`src/rtl/video_timing_gen_pkg.sv`:
```
// Shared 720p60 raster constants and count widths for the timing generator,
// render stage and HDMI encoder.
package video_pkg;
  localparam int H_ACTIVE = 1280;
  localparam int H_FP     = 110;
  localparam int H_SYNC   = 40;
  localparam int H_BP     = 220;
  localparam int V_ACTIVE = 720;
  localparam int V_FP     = 5;
  localparam int V_SYNC   = 5;
  localparam int V_BP     = 20;

  localparam int H_TOTAL  = H_ACTIVE + H_FP + H_SYNC + H_BP;
  localparam int V_TOTAL  = V_ACTIVE + V_FP + V_SYNC + V_BP;

  localparam int HCOUNT_W      = 11;
  localparam int VCOUNT_W      = 10;
  localparam int FRAME_COUNT_W = 6;
endpackage

```
`src/rtl/video_timing_gen_if.sv`:
```
// Raster timing bundle from video_timing_gen to render / HDMI.
// frame_count_out exists only with VIDEO_TIMING_FRAME_COUNT_EN.
interface video_timing_if;
  import video_pkg::*;

  logic [HCOUNT_W-1:0] hcount_out;
  logic [VCOUNT_W-1:0] vcount_out;
  logic                hsync_out;
  logic                vsync_out;
  logic                active_draw_out;
  logic                frame_start_out;
`ifdef VIDEO_TIMING_FRAME_COUNT_EN
  logic [FRAME_COUNT_W-1:0] frame_count_out;
`endif

  modport master (
    output hcount_out, vcount_out, hsync_out, vsync_out, active_draw_out, frame_start_out
`ifdef VIDEO_TIMING_FRAME_COUNT_EN
    , output frame_count_out
`endif
  );

  modport slave (
    input hcount_out, vcount_out, hsync_out, vsync_out, active_draw_out, frame_start_out
`ifdef VIDEO_TIMING_FRAME_COUNT_EN
    , input frame_count_out
`endif
  );
endinterface

```
`src/rtl/video_timing_gen_wrap_counter.sv`:
```
// Enabled up-counter that wraps to zero after TERM; exposes the next value so
// callers can decode from it with zero latency.
module wrap_counter #(
  parameter int WIDTH = 11,
  parameter int TERM  = 1649
) (
  input  logic             clk_i,
  input  logic             rst_n_i,
  input  logic             en_i,
  output logic [WIDTH-1:0] count_o,
  output logic [WIDTH-1:0] next_o,
  output logic             wrap_o
);
  localparam logic [WIDTH-1:0] TERM_C = WIDTH'(TERM);

  logic [WIDTH-1:0] count_q, count_d;

  assign wrap_o = (count_q == TERM_C);

  always_comb begin
    count_d = count_q;
    if (en_i) count_d = wrap_o ? '0 : count_q + 1'b1;
  end

  always_ff @(posedge clk_i or negedge rst_n_i) begin
    if (!rst_n_i) count_q <= '0;
    else          count_q <= count_d;
  end

  assign count_o = count_q;
  assign next_o  = count_d;
endmodule

```
`src/rtl/video_timing_gen.sv`:
```
// Raster timing generator: h/v counters plus registered sync/active/frame decode.
// Optional frame counter enabled by VIDEO_TIMING_FRAME_COUNT_EN.
module video_timing_gen #(
  parameter int H_ACTIVE = video_pkg::H_ACTIVE,
  parameter int H_FP     = video_pkg::H_FP,
  parameter int H_SYNC   = video_pkg::H_SYNC,
  parameter int H_BP     = video_pkg::H_BP,
  parameter int V_ACTIVE = video_pkg::V_ACTIVE,
  parameter int V_FP     = video_pkg::V_FP,
  parameter int V_SYNC   = video_pkg::V_SYNC,
  parameter int V_BP     = video_pkg::V_BP
) (
  input  logic                  clk_in,
  input  logic                  rst_n_in,
  input  logic                  ce_in,
  video_timing_if.master        vt
);
  import video_pkg::*;

  localparam int H_TOT = H_ACTIVE + H_FP + H_SYNC + H_BP;
  localparam int V_TOT = V_ACTIVE + V_FP + V_SYNC + V_BP;

  if (H_TOT > 2048 || V_TOT > 1024) begin : g_param_check
    $error("video_timing_gen: raster totals exceed counter widths");
  end

  localparam logic [HCOUNT_W-1:0] HS_START = HCOUNT_W'(H_ACTIVE + H_FP);
  localparam logic [HCOUNT_W-1:0] HS_END   = HCOUNT_W'(H_ACTIVE + H_FP + H_SYNC - 1);
  localparam logic [HCOUNT_W-1:0] H_ACT_C  = HCOUNT_W'(H_ACTIVE);
  localparam logic [VCOUNT_W-1:0] VS_START = VCOUNT_W'(V_ACTIVE + V_FP);
  localparam logic [VCOUNT_W-1:0] VS_END   = VCOUNT_W'(V_ACTIVE + V_FP + V_SYNC - 1);
  localparam logic [VCOUNT_W-1:0] V_ACT_C  = VCOUNT_W'(V_ACTIVE);

  logic [HCOUNT_W-1:0] h_count, h_next;
  logic [VCOUNT_W-1:0] v_count, v_next;
  logic                h_wrap, v_wrap, h_en, v_en;
  logic                running_q, running_d;
  logic                hsync_q, vsync_q, active_q, fstart_q;
  logic                hsync_d, vsync_d, active_d, fstart_d;

  // The first enabled edge after reset presents (0,0) instead of advancing.
  assign running_d = running_q | ce_in;
  assign h_en      = ce_in & running_q;
  assign v_en      = h_en & h_wrap;

  wrap_counter #(.WIDTH(HCOUNT_W), .TERM(H_TOT - 1)) u_hcnt (
    .clk_i(clk_in), .rst_n_i(rst_n_in), .en_i(h_en),
    .count_o(h_count), .next_o(h_next), .wrap_o(h_wrap)
  );

  wrap_counter #(.WIDTH(VCOUNT_W), .TERM(V_TOT - 1)) u_vcnt (
    .clk_i(clk_in), .rst_n_i(rst_n_in), .en_i(v_en),
    .count_o(v_count), .next_o(v_next), .wrap_o(v_wrap)
  );

  always_comb begin
    hsync_d  = (h_next >= HS_START) && (h_next <= HS_END);
    vsync_d  = (v_next >= VS_START) && (v_next <= VS_END);
    active_d = (h_next < H_ACT_C) && (v_next < V_ACT_C);
    fstart_d = ce_in && (h_next == H_ACT_C) && (v_next == V_ACT_C);
  end

  always_ff @(posedge clk_in or negedge rst_n_in) begin
    if (!rst_n_in) begin
      running_q <= 1'b0;
      hsync_q   <= 1'b0;
      vsync_q   <= 1'b0;
      active_q  <= 1'b0;
      fstart_q  <= 1'b0;
    end else begin
      running_q <= running_d;
      fstart_q  <= fstart_d;
      if (ce_in) begin
        hsync_q  <= hsync_d;
        vsync_q  <= vsync_d;
        active_q <= active_d;
      end
    end
  end

  assign vt.hcount_out      = h_count;
  assign vt.vcount_out      = v_count;
  assign vt.hsync_out       = hsync_q;
  assign vt.vsync_out       = vsync_q;
  assign vt.active_draw_out = active_q;
  assign vt.frame_start_out = fstart_q;

`ifdef VIDEO_TIMING_FRAME_COUNT_EN
  logic [FRAME_COUNT_W-1:0] frame_cnt_q, frame_cnt_d;

  assign frame_cnt_d = (v_en && v_wrap) ? frame_cnt_q + 1'b1 : frame_cnt_q;

  always_ff @(posedge clk_in or negedge rst_n_in) begin
    if (!rst_n_in) frame_cnt_q <= '0;
    else           frame_cnt_q <= frame_cnt_d;
  end

  assign vt.frame_count_out = frame_cnt_q;
`else
  logic unused_v_wrap;
  assign unused_v_wrap = v_wrap;
`endif
endmodule

```
`src/flat_wrapper.sv`:
```
// flat-port wrapper written by rule: the top's interface ports become plain ports
module video_timing_gen_flat import video_pkg::*;
#(
  parameter int H_ACTIVE = video_pkg::H_ACTIVE,
  parameter int H_FP     = video_pkg::H_FP,
  parameter int H_SYNC   = video_pkg::H_SYNC,
  parameter int H_BP     = video_pkg::H_BP,
  parameter int V_ACTIVE = video_pkg::V_ACTIVE,
  parameter int V_FP     = video_pkg::V_FP,
  parameter int V_SYNC   = video_pkg::V_SYNC,
  parameter int V_BP     = video_pkg::V_BP
)
  (clk_in, rst_n_in, ce_in, vt_hcount_out, vt_vcount_out, vt_hsync_out, vt_vsync_out, vt_active_draw_out, vt_frame_start_out);
  video_timing_if vt_i ();
  input  logic clk_in;
  input  logic rst_n_in;
  input  logic ce_in;
  output wire logic [$bits(vt_i.hcount_out)-1:0] vt_hcount_out;
  output wire logic [$bits(vt_i.vcount_out)-1:0] vt_vcount_out;
  output wire logic [$bits(vt_i.hsync_out)-1:0] vt_hsync_out;
  output wire logic [$bits(vt_i.vsync_out)-1:0] vt_vsync_out;
  output wire logic [$bits(vt_i.active_draw_out)-1:0] vt_active_draw_out;
  output wire logic [$bits(vt_i.frame_start_out)-1:0] vt_frame_start_out;
  assign vt_hcount_out = vt_i.hcount_out;
  assign vt_vcount_out = vt_i.vcount_out;
  assign vt_hsync_out = vt_i.hsync_out;
  assign vt_vsync_out = vt_i.vsync_out;
  assign vt_active_draw_out = vt_i.active_draw_out;
  assign vt_frame_start_out = vt_i.frame_start_out;
  video_timing_gen #(.H_ACTIVE(H_ACTIVE), .H_FP(H_FP), .H_SYNC(H_SYNC), .H_BP(H_BP), .V_ACTIVE(V_ACTIVE), .V_FP(V_FP), .V_SYNC(V_SYNC), .V_BP(V_BP)) u_core (.clk_in(clk_in), .rst_n_in(rst_n_in), .ce_in(ce_in), .vt(vt_i));
endmodule
```
`config.mk`:
```
export PLATFORM = sky130hd
export DESIGN_NAME = video_timing_gen_flat
export DESIGN_NICKNAME = d
export VERILOG_FILES = /design/src/rtl/video_timing_gen_pkg.sv /design/src/rtl/video_timing_gen_if.sv /design/src/rtl/video_timing_gen_wrap_counter.sv /design/src/rtl/video_timing_gen.sv /design/src/flat_wrapper.sv
export SDC_FILE = /design/constraint.sdc
export NUM_CORES = 1
export LEC_CHECK = 0
export BUFFER_PORTS_ARGS = -buffer_cell sky130_fd_sc_hd__buf_2
export CORE_AREA = 2 2 59 61
export CTS_CLUSTER_DIAMETER = 30
export CTS_CLUSTER_SIZE = 14
export DETAILED_ROUTE_END_ITERATION = 10
export DIE_AREA = 0 0 61 63
export PLACE_DENSITY = 0.78
export SYNTH_ARGS = -nofsm -noshare
export SYNTH_HDL_FRONTEND = slang
export SYNTH_SLANG_ARGS = --single-unit
```
`constraint.sdc`:
```
create_clock -name clk_in -period 3 [get_ports clk_in]
set_input_delay 0.3 -clock clk_in [delete_from_list [all_inputs] [get_ports clk_in]]
set_output_delay 0.3 -clock clk_in [all_outputs]
set_load 0.05 [all_outputs]
```
Word level (Yosys, flattened, before mapping)
Cells that the tools add are included.

Mux-type cells: 4. Reduce and logical (&&, ||, !) cells: 5. $add $sub $neg: 2. Equality and inequality tests: 4. $lt $le $gt $ge: 6. Bitwise gates (word level): 3.

Operators with widths (count): $eq 11x11->1 const B (2); $mux 11 (2); $eq 10x10->1 const B (2); $mux 10 (2); $add 11x1->11 const B (1); $ge 11x11->1 const B (1); $le 11x11->1 const B (1); $lt 11x11->1 const B (1); $add 10x1->10 const B (1); $ge 10x10->1 const B (1); $le 10x10->1 const B (1); $lt 10x10->1 const B (1); $logic_and 1x1->1 (5); $and 1x1->1 (2); $or 1x1->1 (1).

Output and inout bits: 25. Register bits: 26. Logic and storage cells: 31. Input port bits: 3.

Depth between registers and ports, before layout
Gate-level depths: netlist of run 1.

Depth after elaboration: 6. Gate-level depth with buffers: 11. Gate-level depth less buffers: 9.

Modules after synthesis
Synthesis of run 1 repeated with hierarchy kept, for this count alone.

Cells, all modules: 144. Area, all modules: 1487.7 µm².

By module, submodules not included: wrap_counter at u_core.u_vcnt (times used 1, cells an instance 54, area each 584.3 µm², seq. area each 250.2 µm²); wrap_counter at u_core.u_hcnt (times used 1, cells an instance 55, area each 575.6 µm², seq. area each 275.3 µm²); video_timing_gen (times used 1, cells an instance 35, area each 327.8 µm², seq. area each 125.1 µm²).

Worst setup path before layout of run 1
No wires, ideal clock.

Path type: flip-flop to flip-flop. Start: register u_core.u_hcnt.count_q[1], in the netlist u_core.u_hcnt.count_o[1]. End: register u_core.vsync_q, in the netlist u_core.vt.vsync_out. Buffers on the path: 2. Data arrival time: 2.414 ns. Setup time: 0.129 ns. Data required time: 2.871 ns. Cell stages (with the launch flop): 12. Clock period less this slack: 2.544 ns. Path slack: 0.456 ns. Cell sequence: dfrtp_1 -> clkbuf_1 -> inv_1 -> ha_1 -> and4bb_2 -> and4_1 -> buf_2 -> nand2_1 -> o211ai_1 -> o21ai_0 -> a21oi_1 -> o41a_1.

Longest elaborated chain between the ends: 5. Elaborated cells between the ends (all ways): 6. Those cells by class: 2 x order compare; 1 x eq/ne; 1 x mux; 1 x bitwise; 1 x reduce/logical.

RTL lines: from (decl) (RTL line video_timing_gen_wrap_counter.sv:16) `logic [WIDTH-1:0] count_q, count_d;`; from (signal assigned) (RTL line video_timing_gen_wrap_counter.sv:27) `else count_q <= count_d;`; $eq 11x11->1 (*) (RTL line video_timing_gen_wrap_counter.sv:18) `assign wrap_o = (count_q == TERM_C);`; $and 1x1->1 (*) (RTL line video_timing_gen.sv:44) `assign v_en = h_en & h_wrap;`; $mux 10 (*) (RTL line video_timing_gen_wrap_counter.sv:22) `if (en_i) count_d = wrap_o ? '0 : count_q + 1'b1;`; $ge 10x10->1 / $le 10x10->1 (equally long branches) (RTL line video_timing_gen.sv:58) `vsync_d = (v_next >= VS_START) && (v_next <= VS_END);`; $logic_and 1x1->1 (*) (RTL line video_timing_gen.sv:58); to (signal assigned) (RTL line video_timing_gen.sv:75) `vsync_q <= vsync_d;`; to (decl) (RTL line video_timing_gen.sv:38) `logic hsync_q, vsync_q, active_q, fstart_q;`.

Mark *: on every way between the ends. The rest lies on a longest branch, timed or not. A chain may end at the register's enable or synchronous reset.

Worst setup path after layout of run 1
Ends and elaborated chain as after synthesis.

==> results of run 1 <==
[worst max-delay path, stage by stage, from the launching register on]
cell,delay [ns]
dfrtp_1,0.51
inv_1,0.09
ha_1,0.14
and4bb_2,0.28
and3_1,0.53
nand2_1,0.22
nor3_1,0.22
a21oi_1,0.11
a41o_1,0.24
o41a_1,0.10
[stage by stage]
stage / setup WS (ns) / util (%) / hold slack, ns
floorplan: 0.4565 / - / 0.004409
global placement: 0.5427 / 58.73 / 0.3317
detailed placement: 0.4999 / 58.73 / 0.3303
CTS: 0.4589 / 60.67 / 0.3195
global route: 0.2291 / 60.67 / 0.3341
finish: 0.4302 / 60.67 / 0.3321
[registers in the layout (all words and copies together), names as in the netlist]
signal,count
u_core.u_hcnt.count_o,11
u_core.running_q,1
u_core.vt.active_draw_out,1
u_core.vt.vsync_out,1
u_core.u_vcnt.count_o,10
u_core.vt.hsync_out,1
u_core.vt.frame_start_out,1
[kinds of logic (layout without fill, tap and decap cells)]
kind of cell	Yosys count	in the layout	share of synthesized area, %
AND/OR/NAND/NOR	85	85	29.50
AO/OA/AOI/OAI	44	44	18.29
adder cells (fa/ha/maj)	4	4	2.857
multiplexers	3	3	1.786
XOR/XNOR	10	10	5.000
buffers and inverters	22	45	5.429
flip-flops	26	26	37.14
[layout by cell type (no fill, tap or decap), types with 2 or more instances in the layout]
master,n
xnor2_1,4
xor2_1,6
nand3_1,14
nand4_1,5
nand2_1,14
a21oi_1,8
a31oi_1,3
nor2_1,11
a21o_1,2
nor3b_1,4
o21ai_0,7
nor3_1,9
o31ai_1,6
inv_1,13
buf_2,27
o211ai_1,2
mux2i_1,2
clkbuf_4,3
and2_1,2
ha_1,4
nor4_1,2
and3_1,3
and4_1,4
nor2b_1,4
dfrtp_1,26
o22ai_1,2
[layer usage]
metal	global-route usage, %	vias up	part of all wire [%]
met1	34.83	750	43
met3	2.899	6	6.9
met4	8.424	0	1.4
li1	-	758	-
met5	0	-	0
met2	34.27	68	48
[synth_stat cells (all sizes together) (4+ instances only)]
cell / n / area share, %
nor3: 9 / 2.6
o21ai: 7 / 2.0
xor2: 6 / 3.0
a21oi: 8 / 2.3
buf: 8 / 2.4
nand4: 5 / 1.8
xnor2: 4 / 2.0
and4: 4 / 2.0
ha: 4 / 2.9
dfrtp: 26 / 37
o31ai: 6 / 2.6
nor2b: 4 / 1.4
nor3b: 4 / 1.7
nand2: 14 / 3.0
and3: 5 / 2.1
nand3: 15 / 5.0
inv: 13 / 2.8
nor2: 12 / 2.7
[worst max path at each step]
stage / from / endpoint / slack, ns / cells past startpoint
after detailed placement: u_core.u_hcnt.count_o[1] / u_core.vt.vsync_out / 0.50 / 9
after global placement: u_core.u_hcnt.count_o[1] / u_core.vt.vsync_out / 0.54 / 9
after floorplan: u_core.u_hcnt.count_o[1] / u_core.vt.vsync_out / 0.46 / 11
after global routing: u_core.u_hcnt.count_o[1] / u_core.vt.vsync_out / 0.23 / 9
final: u_core.u_hcnt.count_o[1] / u_core.vt.vsync_out / 0.43 / 9
after CTS: u_core.u_hcnt.count_o[1] / u_core.vt.vsync_out / 0.46 / 9
[timing repair]
| action | CTS | global route |
|---|---|---|
| endpoints found under the hold margin | 26 | 0 |
| endpoints found under the setup margin | 0 | 0 |
| hold buffers | 1 | 0 |
[cell type report]
type | count | area [sq um]
fillers | 296 | 1271
multi-input cells | 146 | 1006
flip-flops and latches | 26 | 650.6
repair buffers | 28 | 145.1
well taps | 46 | 57.56
inverters | 13 | 48.80
clock inverters | 1 | 30.03
clock buffers | 3 | 22.52
[power groups by stage]
| stage | Combinational, mW | Sequential, mW | Clock, mW |
|---|---|---|---|
| after floorplan | 0.256 | 0.607 | 0 |
| after global placement | 0.466 | 0.492 | 0 |
| after detailed placement | 0.468 | 0.496 | 0 |
| after CTS | 0.476 | 0.487 | 0.254 |
| after global routing | 0.520 | 0.499 | 0.265 |
| final | 0.479 | 0.489 | 0.250 |
==> results.sh, run 1 <==
export IMPL_status="completed"
export IMPL_dieArea_sq_mm=0.003843
export IMPL_fin_cells=263
export IMPL_numClockSinks=26
export IMPL_intPower_mw=0.6722
export IMPL_cp_max_fo=16
export IMPL_grt_ovfl_total=0
export IMPL_antenna_found_initial=0
export IMPL_combPwrFrac_pct=39.3
export IMPL_nets=225
export IMPL_drt_iter0_markers=98
export IMPL_p_sw_mw=0.5459
export IMPL_hold_violations=0
export IMPL_drt_total_wl_microns=4115
export IMPL_cp_required_ns=3.22
export IMPL_ys_seq_area_share_pct=37.14
export IMPL_skew_ns=0.01254
export IMPL_drv_slew=0
export IMPL_r2r_slack_ns=0.43
export IMPL_stdcell_area_sq_mm=0.001961
export IMPL_viasPerCell=6.015
export IMPL_track_usage_pct=23.34
export IMPL_p_total_mw=1.218
export IMPL_ff2ff_path_depth=9
export IMPL_root_buffer="clkbuf_4"
export IMPL_die_height_microns=63
export IMPL_min_from="ce_in"
export IMPL_cts_buffer_depth=2
export IMPL_drcViolationCount=0
export IMPL_cts_resized=0
export IMPL_post_cts_buffers=0
export IMPL_place_area_sq_mm=0.001898
export IMPL_rows=21
export IMPL_critPathKind="reg2reg"
export IMPL_portBuffers=27
export IMPL_powerDensity_mw_per_mm2=621.2
export IMPL_dp_cells=258
export IMPL_p_sw_share_pct=44.81
export IMPL_clk_insertion_delay_late_ns=0.33
export IMPL_gp_congestion=0.8649
export IMPL_p_clk_share_pct=20.5
export IMPL_wl_per_cell_microns=15.65
export IMPL_syn_nets=201
export IMPL_drtAntennaViolNets=0
export IMPL_synthToLayoutAreaGrowth_pct=11.93
export IMPL_firstDrtPassIters=4
export IMPL_tns_ns=0
export IMPL_finalSetupViolations=0
export IMPL_drive_gt1_share_pct=19.82
export IMPL_dp_hpwl_microns=2946
export IMPL_htreeDepth=1
export IMPL_ys_types=55
export IMPL_synth_warnings=0
export IMPL_diodes=0
export IMPL_grt_pass1_wl_microns=6906
export IMPL_fin_crit_sh_pct=85.66
export IMPL_core_sq_mm=0.003232
export IMPL_synth_edf_count=0
export IMPL_io_pin_count=28
export IMPL_rsz0062_at_grt="no"
export IMPL_ir_drop_mv=0.3340
export IMPL_ys_flop_type="dfrtp_1"
export IMPL_ys_ff_latch=26
export IMPL_ys_async_sr_fraction_pct=100.0
export IMPL_clkTransAtPathRegs_ns=0.16
export IMPL_cts_tree="built"
export IMPL_fin_crit_ns=2.570
export IMPL_maxCapViolCount=0
export IMPL_clock_fmax_mhz=389.1
export IMPL_grt_pass1_vias=1445
export IMPL_dieWidth_microns=61
export IMPL_start_kind="flip-flop"
export IMPL_tightest_slew_ns=0.5836
export IMPL_hold_end="u_core.vt.active_draw_out"
export IMPL_syn_avg_cell_area_sq_um=9.029
export IMPL_hold_path_depth=3
export IMPL_dr_total_vias=1582
export IMPL_p_seq_share_pct=40.2
export IMPL_initial_utilization_pct=54.20
export IMPL_hold_class="in2reg"
export IMPL_rr_startpoint="u_core.u_hcnt.count_o[1]"
export IMPL_endpoint_kind="flip-flop"
export IMPL_grt_max_degree=27
export IMPL_relSlewSlack_pct=61.10
export IMPL_syn_area_sq_mm=0.001752
export IMPL_rr_endpoint="u_core.vt.vsync_out"
export IMPL_arrival_ns=2.79
export IMPL_synth_cells=194
export IMPL_p_leak_nw=0.9654
export IMPL_numCtsBuffers=3
Note: power is estimated with default switching activity, not from simulation.
==> run 2: changes to the inputs <==
- CORE_AREA: 2 2 59 61 -> 5 5 62 64
- DIE_AREA: 0 0 61 63 -> 0 0 67 69
- PLACE_DENSITY: 0.78 -> 0.81
==> results.sh, run 2 (same netlist as run 1, synthesis figures left out) <==
export IMPL_status="completed"
export IMPL_drtAntennaViolNets=0
export IMPL_rsz0062_at_grt="no"
export IMPL_cts_tree="built"
export IMPL_ir_drop_mv=0.4387
export IMPL_portBuffers=27
export IMPL_diodes=0
export IMPL_cts_resized=0
export IMPL_hold_class="in2reg"
export IMPL_nets=225
export IMPL_tns_ns=0
export IMPL_drcViolationCount=0
export IMPL_start_kind="flip-flop"
export IMPL_p_seq_share_pct=43.7
export IMPL_final_common_cell="buf_2"
export IMPL_wl_per_cell_microns=15.62
export IMPL_p_clk_share_pct=13.8
export IMPL_synthToLayoutAreaGrowth_pct=10.21
export IMPL_finalSetupViolations=0
export IMPL_p_sw_mw=0.5322
export IMPL_endpoint_kind="flip-flop"
export IMPL_io_pin_count=28
export IMPL_p_sw_share_pct=47.69
export IMPL_seqCellArea_sq_um=650.6
export IMPL_dp_hpwl_microns=3005
export IMPL_dieArea_sq_mm=0.004623
export IMPL_critPathKind="reg2reg"
export IMPL_final_cell_mix="27 x buf_2, 26 x dfrtp_1, 14 x nand2_1, 14 x nand3_1, 13 x inv_1"
export IMPL_dr_total_vias=1605
export IMPL_grt_pass1_wl_microns=6865
export IMPL_rows=21
export IMPL_grt_max_degree=27
export IMPL_skew_ns=0.002221
export IMPL_dieWidth_microns=67
export IMPL_drive_gt1_share_pct=19.44
export IMPL_htreeDepth=1
export IMPL_clkTransAtPathRegs_ns=0.14
export IMPL_largest_reg_flops=11
export IMPL_initial_utilization_pct=54.20
export IMPL_drv_slew=0
export IMPL_firstDrtPassIters=4
export IMPL_die_height_microns=69
export IMPL_clk_insertion_delay_late_ns=0.32
export IMPL_multi_input_area_sq_mm=0.001006
export IMPL_numClockSinks=26
export IMPL_cts_buffer_depth=2
export IMPL_numCtsBuffers=3
export IMPL_grt_ovfl_total=0
export IMPL_viasPerCell=6.126
export IMPL_drt_total_wl_microns=4093
export IMPL_nFillCells=295
export IMPL_clock_fmax_mhz=395.5
export IMPL_intPower_mw=0.5837
export IMPL_drt_iter0_markers=136
export IMPL_fin_crit_sh_pct=84.28
export IMPL_track_usage_pct=18.75
export IMPL_cp_required_ns=3.22
export IMPL_core_sq_mm=0.003232
export IMPL_combPwrFrac_pct=42.5
export IMPL_powerDensity_mw_per_mm2=578.0
export IMPL_holdWs_ns=0.3300
export IMPL_cp_max_fo=16
export IMPL_relSlewSlack_pct=59.79
export IMPL_hold_violations=0
export IMPL_tightest_slew_ns=0.6031
export IMPL_fin_crit_ns=2.529
export IMPL_grt_pass1_vias=1428
export IMPL_antenna_found_initial=0
export IMPL_p_leak_nw=0.9513
export IMPL_arrival_ns=2.75
export IMPL_gp_congestion=0.8971
export IMPL_root_buffer="clkbuf_4"
export IMPL_maxCapViolCount=0
-- run 2: changes by cell type in the layout (fill, tap and decap cells not counted) --
cell | before | now
bufinv_16 | 1 | 0
-- run 2: worst paths after layout --
kind	from	end	slack, ns	cells past startpoint
setup reg to reg	u_core.u_hcnt.count_o[1]	u_core.vt.vsync_out	0.47	9
hold reg to reg	u_core.vt.active_draw_out	u_core.vt.active_draw_out	0.50	2
min in group asynchronous	rst_n_in	u_core.vt.hsync_out	0.50	2
max in group asynchronous	rst_n_in	u_core.u_hcnt.count_o[2]	2.11	2
hold / removal	ce_in	u_core.vt.active_draw_out	0.33	3
setup / recovery	u_core.u_hcnt.count_o[1]	u_core.vt.vsync_out	0.47	9
-- run 2: layout make-up --
class,count,area share (%)
Multi-Input combinational cell,146,52.11
Sequential cell,26,33.70
Tap cell,46,2.981
Inverter,13,2.528
Clock buffer,3,1.167
Timing Repair Buffer,28,7.518
-- run 2: metal layers --
layer	up-vias	GRT usage (%)	share of wire, %	routed length (microns)
met5	-	0	0	0
met4	0	7.883	1.6	64
met3	4	1.948	6.1	251
met2	66	25.98	46	1877
met1	768	29.04	46	1899
li1	767	-	-	-
-- run 2: through the flow --
stage          instance area [sq um]  cells  setup WS (ns)  total power [mW]  utilization (%)
2_1_floorplan                   1752    194         0.4565            0.8628                -
3_3_place_gp                    1898    258         0.5542            0.9589            58.73
3_5_place_dp                    1898    258         0.5105            0.9640            58.73
4_1_cts                         1931    262         0.4784             1.117            59.74
5_1_grt                         1931    262         0.2866             1.190            59.74
6_report                        1931    262         0.4715             1.116            59.74
-- run 2: power by group through the flow --
stage | sequential, mW | combinational, mW | clock [mW]
6_report | 0.488 | 0.474 | 0.154
2_1_floorplan | 0.607 | 0.256 | 0
3_3_place_gp | 0.490 | 0.469 | 0
4_1_cts | 0.486 | 0.475 | 0.156
5_1_grt | 0.499 | 0.514 | 0.177
3_5_place_dp | 0.493 | 0.471 | 0
-- run 2: what timing repair did --
action / CTS / global route
buffers inserted: 0 / 0
hold buffers: 1 / 0
endpoints found under the hold margin: 26 / 0
-- run 2: critical path, cell delays in order (launching register included) --
cell	delay (ns)
dfrtp_1	0.51
inv_1	0.09
ha_1	0.13
and4bb_2	0.29
and3_1	0.54
nand2_1	0.20
nor3_1	0.21
a21oi_1	0.11
a41o_1	0.24
o41a_1	0.10
==> run 3: changes to the inputs <==
- ABC_AREA: default -> 1
- CORE_AREA: 5 5 62 64 -> 5 5 66 68
- DIE_AREA: 0 0 67 69 -> 0 0 71 73
- PLACE_DENSITY: 0.81 -> 0.8
- clock period: 3 -> 2.5 ns (I/O delays scaled with it)
==> results.sh, run 3 <==
export IMPL_status="completed"
export IMPL_r2r_slack_ns=0.39
export IMPL_diodes=0
export IMPL_ir_drop_mv=0.6663
export IMPL_rr_endpoint="u_core.vt.vsync_out"
export IMPL_nets=323
export IMPL_numCtsBuffers=3
export IMPL_synth_edf_count=0
export IMPL_crit_path_end="u_core.vt.vsync_out"
export IMPL_fin_crit_sh_pct=84.53
export IMPL_start_kind="flip-flop"
export IMPL_finish_utilization_pct=59.29
export IMPL_p_total_mw=1.792
export IMPL_rr_startpoint="u_core.u_hcnt.count_o[1]"
export IMPL_clkTransAtPathRegs_ns=0.10
export IMPL_ys_ff_latch=26
export IMPL_synth_cells=286
export IMPL_htreeDepth=1
export IMPL_cp_max_fo=11
export IMPL_ys_seq_area_share_pct=32.52
export IMPL_p_leak_nw=1.246
export IMPL_io_pin_count=28
export IMPL_path_cells="inv_1 > ha_1 > nand2_1 > nor2_4 > nand3_2 > inv_1 > nand2_1 > nand2_1 > nand2_2 > nor2_2 > nand2_1 > nand2_1 > nand2_1 > nand3_1 > nand2_1"
export IMPL_endpoint_kind="flip-flop"
export IMPL_drv_slew=0
export IMPL_dr_total_vias=1746
export IMPL_drtAntennaViolNets=0
export IMPL_nFillCells=361
export IMPL_numClockSinks=26
export IMPL_holdWs_ns=0.2638
export IMPL_hold_path_depth=2
export IMPL_cts_tree="built"
export IMPL_hold_violations=0
export IMPL_fin_cells=365
export IMPL_synth_warnings=0
export IMPL_cp_top_family="simple AND/OR/NAND/NOR gates"
export IMPL_drive_gt1_share_pct=25.08
export IMPL_skew_ns=0.008024
export IMPL_cp_depth=15
export IMPL_crit_start="u_core.u_hcnt.count_o[1]"
export IMPL_drcViolationCount=0
export IMPL_synth_area_top_cells="dfrtp_1 33%, nand2_1 15%, inv_1 9.6%, nand3_1 5.5%, nor2_1 5.1%"
export IMPL_final_common_cell="nand2_1"
export IMPL_largest_reg_flops=11
export IMPL_initial_utilization_pct=52.67
export IMPL_ys_flop_type="dfrtp_1"
export IMPL_syn_avg_cell_area_sq_um=6.995
export IMPL_synth_largest_area_cell="dfrtp_1"
export IMPL_ff2ff_path_depth=15
export IMPL_rsz0062_at_grt="no"
export IMPL_yosys_cell_count_top_type="nand2_1"
export IMPL_ys_async_sr_fraction_pct=100.0
export IMPL_dpl_worst_slack_ns=0.3984
export IMPL_grt_ovfl_total=0
export IMPL_tightest_slew_ns=0.6010
export IMPL_finalSetupViolations=0
export IMPL_powerDensity_mw_per_mm2=795.6
export IMPL_portBuffers=27
export IMPL_drt_iter0_markers=127
export IMPL_drt_total_wl_microns=4517
export IMPL_path_common_cell="nand2_1"
export IMPL_relSlewSlack_pct=59.93
export IMPL_antenna_found_initial=0
export IMPL_firstDrtPassIters=4
export IMPL_synthToLayoutAreaGrowth_pct=12.57
export IMPL_syn_nets=293
export IMPL_grt_pass1_wl_microns=7638
export IMPL_dp_hpwl_microns=3449
export IMPL_core_sq_mm=0.003799
export IMPL_root_buffer="clkbuf_8"
export IMPL_ys_types=34
export IMPL_clk_insertion_delay_late_ns=0.28
export IMPL_worst_path_buf_inv=2
export IMPL_fin_crit_ns=2.113
export IMPL_setup_ws_ns=0.3867
export IMPL_crit_slowest_cell="dfrtp_1"
export IMPL_die_height_microns=73
export IMPL_syn_area_sq_mm=0.002001
export IMPL_place_area_sq_mm=0.002171
export IMPL_yosysTopAreaCellShare_pct=32.52
export IMPL_tns_ns=0
export IMPL_grt_max_degree=27
export IMPL_maxCapViolCount=0
export IMPL_cts_buffer_depth=2
export IMPL_critPathKind="reg2reg"
export IMPL_stdcell_area_sq_mm=0.002252
export IMPL_hold_class="in2reg"
export IMPL_final_cell_mix="82 x nand2_1, 51 x inv_1, 27 x nor2_1, 27 x buf_2, 26 x dfrtp_1"
export IMPL_rows=23
export IMPL_dp_cells=360
export IMPL_crit_path_max_incr_delay_ns=0.43
export IMPL_cp_required_ns=2.68
export IMPL_viasPerCell=4.784
export IMPL_wl_per_cell_microns=12.38
export IMPL_dieArea_sq_mm=0.005183
export IMPL_dieWidth_microns=71
export IMPL_clock_fmax_mhz=473.2
export IMPL_synth_commonest_cells="82 x nand2_1, 51 x inv_1, 27 x nor2_1"
export IMPL_track_usage_pct=18.59
export IMPL_grt_pass1_vias=1623
export IMPL_gp_congestion=0.9030
export IMPL_arrival_ns=2.29
-- run 3: worst min path at each step --
stage / from / to / slack [ns]
after floorplan: rst_n_in / u_core.running_q / -0.05
after global placement: rst_n_in / u_core.u_hcnt.count_o[3] / 0.29
after detailed placement: rst_n_in / u_core.u_hcnt.count_o[1] / 0.30
after CTS: ce_in / u_core.running_q / 0.27
after global routing: ce_in / u_core.running_q / 0.26
final: ce_in / u_core.running_q / 0.26
-- run 3: logic make-up after synthesis --
logic type	after synthesis	synth area share (%)
AND/OR/NAND/NOR	172	43.47
AO/OA/AOI/OAI	17	5.503
XOR/XNOR	7	3.815
flip-flops	26	32.52
buffers and inverters	60	12.19
adder cells (fa/ha/maj)	4	2.502
-- run 3: area by class of cell --
type,instances,area [sq um],share of cell area [%]
timing repair buffer,28,145.1,6.444
multi-input combinational,200,1106,49.11
clock inverter,1,30.03,1.333
clock buffer,3,41.29,1.833
tap,50,62.56,2.778
inverter,57,216.5,9.611
sequential,26,650.6,28.89
-- run 3: power by group --
part           total [mW]  internal [mW]  switching, mW
clock               0.363          0.215          0.148
sequential          0.603          0.497          0.106
combinational       0.826          0.210          0.616
total                1.79          0.923          0.869
-- run 3: routing by layer --
metal / wire, microns / global-route usage (%) / vias to the layer above / share of wire [%]
li1: - / - / 917 / -
met1: 2064 / 26.42 / 771 / 46
met2: 2101 / 28.94 / 49 / 47
met3: 272 / 2.479 / 9 / 6.0
met4: 79 / 6.889 / 0 / 1.7
met5: 0 / 0 / - / 0
-- run 3: repair_timing --
item,in CTS,in global routing
buffers inserted,0,0
endpoints found under the hold margin,26,0
hold buffers,1,0
resized for setup,0,0
